### src/rtl/commit_retire_ctrl.sv
// Commit/retire controller: retirement RAT plus a release FIFO of superseded physical registers.
// Optional build macro RETIRE_INSTRET_EN adds a 64-bit retired-instruction counter output.
module commit_retire_ctrl #(
  parameter int unsigned DISPATCH_WIDTH       = 2,
  parameter int unsigned PHYS_REGS_ADDR_WIDTH = 6,
  parameter int unsigned FIFO_DEPTH           = 8
) (
  input  logic                                               clk,
  input  logic                                               rst_n,
  input  logic [DISPATCH_WIDTH-1:0]                          commit_en,
  input  logic [DISPATCH_WIDTH-1:0][4:0]                     commit_arch_rd,
  input  logic [DISPATCH_WIDTH-1:0][PHYS_REGS_ADDR_WIDTH-1:0] commit_phys_rd,
  output logic                                               commit_ready,
  output logic                                               free_valid,
  output logic [PHYS_REGS_ADDR_WIDTH-1:0]                    free_phys,
  input  logic                                               free_ready
`ifdef RETIRE_INSTRET_EN
  ,
  output logic [63:0]                                        instret
`endif
);

  localparam int unsigned PHYS_W    = PHYS_REGS_ADDR_WIDTH;
  localparam int unsigned PTR_W     = $clog2(FIFO_DEPTH);
  localparam int unsigned OCC_W     = PTR_W + 1;
  localparam int unsigned CNT_W     = $clog2(DISPATCH_WIDTH + 1);
  localparam int unsigned ARCH_REGS = 32;

  logic [PHYS_W-1:0]         r_rat  [ARCH_REGS];
  logic [PHYS_W-1:0]         r_fifo [FIFO_DEPTH];
  logic [PTR_W-1:0]          r_wptr;
  logic [PTR_W-1:0]          r_rptr;
  logic [OCC_W-1:0]          r_occ;

  logic [DISPATCH_WIDTH-1:0] w_accept;
  logic [DISPATCH_WIDTH-1:0] w_push;
  logic [PHYS_W-1:0]         w_old  [DISPATCH_WIDTH];
  logic [PTR_W-1:0]          w_widx [DISPATCH_WIDTH];
  logic [CNT_W-1:0]          w_push_cnt;
  logic [PHYS_W-1:0]         w_rat_next [ARCH_REGS];
  logic                      w_pop;

  // Worst case every lane pushes, so leave room for a full group before accepting.
  assign commit_ready = (r_occ <= OCC_W'(FIFO_DEPTH - DISPATCH_WIDTH));
  assign w_accept     = commit_en & {DISPATCH_WIDTH{commit_ready}};
  assign free_valid   = (r_occ != '0);
  assign free_phys    = free_valid ? r_fifo[r_rptr] : '0;
  assign w_pop        = free_valid & free_ready;

  // Lanes walk in index order against a running RAT copy, so a later lane to the
  // same arch reg releases the earlier lane's mapping; pushes are compacted.
  always_comb begin
    w_rat_next = r_rat;
    w_push     = '0;
    w_push_cnt = '0;
    for (int k = 0; k < int'(DISPATCH_WIDTH); k++) begin
      w_old[k]  = w_rat_next[commit_arch_rd[k]];
      w_widx[k] = r_wptr + PTR_W'(w_push_cnt);
      if (w_accept[k] && (commit_arch_rd[k] != 5'd0)) begin
        w_push[k]                      = 1'b1;
        w_rat_next[commit_arch_rd[k]]  = commit_phys_rd[k];
        w_push_cnt                     = w_push_cnt + CNT_W'(1);
      end
    end
  end

  always_ff @(posedge clk or negedge rst_n) begin
    if (!rst_n) begin
      for (int i = 0; i < int'(ARCH_REGS); i++) begin
        r_rat[i] <= PHYS_W'(i);
      end
      r_wptr <= '0;
      r_rptr <= '0;
      r_occ  <= '0;
    end else begin
      r_rat  <= w_rat_next;
      r_wptr <= r_wptr + PTR_W'(w_push_cnt);
      r_rptr <= r_rptr + PTR_W'(w_pop);
      r_occ  <= r_occ + OCC_W'(w_push_cnt) - OCC_W'(w_pop);
    end
  end

  // Storage needs no reset: entries are only observed while occupancy covers them.
  always_ff @(posedge clk) begin
    for (int k = 0; k < int'(DISPATCH_WIDTH); k++) begin
      if (w_push[k]) begin
        r_fifo[w_widx[k]] <= w_old[k];
      end
    end
  end

`ifdef RETIRE_INSTRET_EN
  logic [CNT_W-1:0] w_accept_cnt;

  always_comb begin
    w_accept_cnt = '0;
    for (int k = 0; k < int'(DISPATCH_WIDTH); k++) begin
      w_accept_cnt = w_accept_cnt + CNT_W'(w_accept[k]);
    end
  end

  always_ff @(posedge clk or negedge rst_n) begin
    if (!rst_n) begin
      instret <= '0;
    end else begin
      instret <= instret + 64'(w_accept_cnt);
    end
  end
`endif

endmodule

### config.mk
export PLATFORM = sky130hd
export DESIGN_NAME = commit_retire_ctrl
export DESIGN_NICKNAME = d
export VERILOG_FILES = /design/src/rtl/commit_retire_ctrl.sv
export SDC_FILE = /design/constraint.sdc
export NUM_CORES = 1
export LEC_CHECK = 0
export ABC_AREA = 1
export CAP_MARGIN = 10
export CORE_UTILIZATION = 60
export CTS_CLUSTER_DIAMETER = 100
export DETAILED_ROUTE_END_ITERATION = 16
export PLACE_DENSITY = 0.77
export SYNTH_ARGS = -nofsm -noshare
export SYNTH_HDL_FRONTEND = slang
export SYNTH_SLANG_ARGS = --single-unit
### constraint.sdc
create_clock -name clk -period 8.6 [get_ports clk]
set_clock_uncertainty 0.15 [all_clocks]
set_input_delay 1.29 -clock clk [delete_from_list [all_inputs] [get_ports clk]]
set_output_delay 1.29 -clock clk [all_outputs]
set_load 0.01 [all_outputs]
==> qor.txt <==
Routed len/inst = 21.09 um
Kind of end point of the critical path = flop
Die width = 176.2 um
Final critical-path share of the clock period = 69.06%
Critical Setup Path Class = in2reg
Sequential area share after synthesis = 36.21%
Capture point of the worst reg-to-reg path = r_fifo[1][4]
Design area = 19,640 sq um
DR DRC count = 0
Warning count from the yosys run = 0
Top fanout value on the critical path = 78
Power per unit of standard cell area = 311.3 nW/um^2
Maximum clock insertion buffer count = 3
Final number of setup-violating endpoints = 0
R2r startpoint = r_occ[3]
TritonCTS clock tree = done
Result of the run = complete, no violations
Number of I/O port buffers = 34
Count of flip-flops with a built-in enable after synthesis = 48
Via count of the first global-routing pass = 18,850
Worst hold path type = reg2reg
Detailed-placement wirelength estimate = 42.13 mm
Die Area = 31,060 sq um
Cell count of the worst reg-to-reg path = 17
Global-route total usage across every layer = 43.59%
Detailed-router iteration count before antenna repair = 7
Synth area leaders = sky130_fd_sc_hd__nand2_1 28%, sky130_fd_sc_hd__dfrtp_1 17%, sky130_fd_sc_hd__dfstp_2 12%, sky130_fd_sc_hd__edfxtp_1 7.9%, sky130_fd_sc_hd__nand3_1 6.7%
Placement row count = 63
Mean number of vias per cell = 6.318
Core Box Area = 29,720 sq um
Maximum number of pins on one net before global-route repair = 192
Crit path launch type = input port
Asr flop ratio synth = 80.80%
Max_slew headroom = 24.94%
Area overhead of the layout relative to synthesis = 7.803%
Largest voltage drop on the vdd net = 0.2442 mV
Arrival time reported for the critical path endpoint = 6.12 ns
Clock buffer count from CTS = 30
H-tree Lvls = 1
Number of nets produced by synthesis = 2,955
Number of buffers added for setup after CTS = 0
Most common cell after layout, fill and taps aside = sky130_fd_sc_hd__nand2_1
Placed Area = 18,540 sq um
Total negative slack for setup checks = 0 ns
Number of max-cap violations = 0
Leading cell types in the layout, fill and taps excluded = 1,346 x sky130_fd_sc_hd__nand2_1, 245 x sky130_fd_sc_hd__nand3_1, 236 x sky130_fd_sc_hd__o21ai_0
Unrepaired setup endpoints after global routing = false
# placed instances = 3,174
Vias post-DR = 20,410
Worst hold path startpoint = r_rat[187]
Sum of routed wire length over all layers = 68.13 mm
Net total in the final layout = 2,859
Number of fillers in the final layout = 2,676
Post-synthesis cell type with the largest combined area = sky130_fd_sc_hd__nand2_1
Remaining global-route overflow = 0
Crit path setup slack, layout = 2.661 ns
Met1 Usage GRT = 57.59%
Instance count along the most critical hold path = 0
Synthesized area per cell = 6.256 sq um
Resized Gates After CTS = 0
CTS clock-pin slew for the worst setup and hold paths = 0.06 ns
Min Clock Period, post-route = 5.939 ns
CTS hold repair buffers = 0
Met3 Track Usage GR = 11.00%
Starting utilization of the core area = 61.30%
Root buf cell = sky130_fd_sc_hd__clkbuf_16
Share of cells above drive strength 1 = 6.866%
RD Place Congestion = 0.9733
Count of cell types in the netlist = 35
Transition time at the pin with the least slew margin = 1.114 ns
Static leakage = 9.911 nW
Worst setup slack after placement = 2.473 ns
Number of sinks driven by the clock tree = 250
Cell count after synthesis = 2,912
Critical path required time = 8.78 ns
First-pass GRT wire length = 104.5 mm
Number of antenna violations at the first check in global routing = 3
Register-to-register path setup slack = 4.15 ns
Endpoint of the worst hold-timing path = r_rat[187]
Area share of the leading cell type in the synthesized netlist = 27.74%
Clock network latency to the later pin of the worst-skew pair = 0.59 ns
Total count of max-transition violations in the final report = 0
Number of nets with antenna violations after detailed routing = 0
Layout Cells excl Fill = 3,231
Peak-usage layer in the global routing report = met2
Final hold violation count = 0
Cell area after synthesis = 18,220 sq um
Peak Freq = 168.4 MHz
DRC marker count from the first detailed-route iteration = 3,328
Main synth FF type = sky130_fd_sc_hd__dfrtp_1
Ports = 35
Vertical die dimension = 176.2 um
Met2 global-route usage = 65.50%
Number of flip-flops and latches in the synthesized netlist = 250
==> registers in the layout (all words and copies together) (netlist names) <==
signal / count
r_rat: 192
r_fifo: 48
r_occ: 4
r_rptr: 3
r_wptr: 3
==> cell usage after synthesis, types with 2 or more instances <==
library cell,count
sky130_fd_sc_hd__buf_2,56
sky130_fd_sc_hd__nand2_2,12
sky130_fd_sc_hd__nor3_1,10
sky130_fd_sc_hd__a22oi_1,48
sky130_fd_sc_hd__xor2_1,3
sky130_fd_sc_hd__inv_2,5
sky130_fd_sc_hd__inv_1,136
sky130_fd_sc_hd__buf_4,12
sky130_fd_sc_hd__edfxtp_1,48
sky130_fd_sc_hd__o21ai_0,236
sky130_fd_sc_hd__nand3_1,245
sky130_fd_sc_hd__nand2_1,1346
sky130_fd_sc_hd__dfstp_2,80
sky130_fd_sc_hd__buf_1,13
sky130_fd_sc_hd__nor2_2,7
sky130_fd_sc_hd__fa_1,2
sky130_fd_sc_hd__o21ai_1,36
sky130_fd_sc_hd__nor2_4,4
sky130_fd_sc_hd__nor2_1,146
sky130_fd_sc_hd__clkbuf_1,116
sky130_fd_sc_hd__a31oi_1,6
sky130_fd_sc_hd__or2_1,6
sky130_fd_sc_hd__nor4_1,2
sky130_fd_sc_hd__nand4_1,60
sky130_fd_sc_hd__o22ai_1,30
sky130_fd_sc_hd__ha_1,14
sky130_fd_sc_hd__a21oi_1,103
sky130_fd_sc_hd__xnor2_1,2
sky130_fd_sc_hd__dfrtp_1,122
==> worst max-delay path: stages <==
cell and delay, ns:
sky130_fd_sc_hd__clkdlybuf4s50_1 0.46, sky130_fd_sc_hd__buf_4 0.40, sky130_fd_sc_hd__inv_2 0.45, sky130_fd_sc_hd__nand3_1 0.30, sky130_fd_sc_hd__nand3_4 0.74, sky130_fd_sc_hd__buf_4 0.66
sky130_fd_sc_hd__nand2_1 0.14, sky130_fd_sc_hd__nand2_1 0.08, sky130_fd_sc_hd__nand2_1 0.07, sky130_fd_sc_hd__nand2_1 0.10, sky130_fd_sc_hd__o21ai_0 0.40, sky130_fd_sc_hd__nand2_1 0.11
sky130_fd_sc_hd__nor2_1 0.32, sky130_fd_sc_hd__nand2_2 0.22, sky130_fd_sc_hd__nand2_1 0.12, sky130_fd_sc_hd__nand2_1 0.07
==> routing by layer <==
layer / up-vias / routed length, um
li1: 9298 / -
met1: 9227 / 25560
met2: 1561 / 29190
met3: 328 / 9327
met4: 0 / 4064
met5: - / 0
==> worst max path at each step <==
stage | cells after the start | from | slack (ns) | end
finish | 16 | commit_arch_rd[2] | 2.66 | r_fifo[1][4]
global placement | 16 | commit_arch_rd[2] | 2.52 | r_fifo[3][3]
floorplan | 16 | commit_arch_rd[4] | 4.41 | r_fifo[4][0]
global route | 16 | commit_arch_rd[2] | 2.63 | r_fifo[1][4]
detailed placement | 16 | commit_arch_rd[2] | 2.47 | r_fifo[3][3]
CTS | 16 | commit_arch_rd[2] | 3.03 | r_fifo[3][3]
==> logic make-up (layout without fill, tap and decap cells) <==
group	after synthesis	after routing	synth area share, %
AO/OA/AOI/OAI	460	460	13.56
AND/OR/NAND/NOR	1841	1841	41.13
XOR/XNOR	5	5	0.2404
flip-flops	250	250	36.21
other	0	1	0
buffers and inverters	340	268	7.679
adder cells (fa/ha/maj)	16	16	1.181
==> power breakdown <==
group          switching (W)  total [W]  internal, W
Sequential          0.000303    0.00206      0.00176
Combinational        0.00173    0.00261     0.000878
Clock               0.000541    0.00144     0.000901
Total                0.00258    0.00611      0.00354
==> final cells by class <==
cell class,count,area (sq um),area share [%]
Antenna cell,1,2.502,0.01274
Clock buffer,43,860.8,4.384
Clock inverter,13,239.0,1.217
Inverter,142,533.0,2.714
Multi-Input combinational cell,2322,10270,52.28
Sequential cell,250,6596,33.59
Tap cell,390,488.0,2.485
Timing Repair Buffer,70,651.9,3.320
==> metrics by stage <==
step           power (W)  utilization, %  hold slack, ns
2_1_floorplan   0.003893               -          0.2883
5_1_grt         0.006509           66.07          0.2716
3_5_place_dp    0.004576           62.37          0.2405
6_report        0.006113           66.08          0.2575
4_1_cts         0.006023           66.07          0.2561
3_3_place_gp    0.004482           62.37          0.2385
Note: power is estimated with default switching activity, not from simulation.
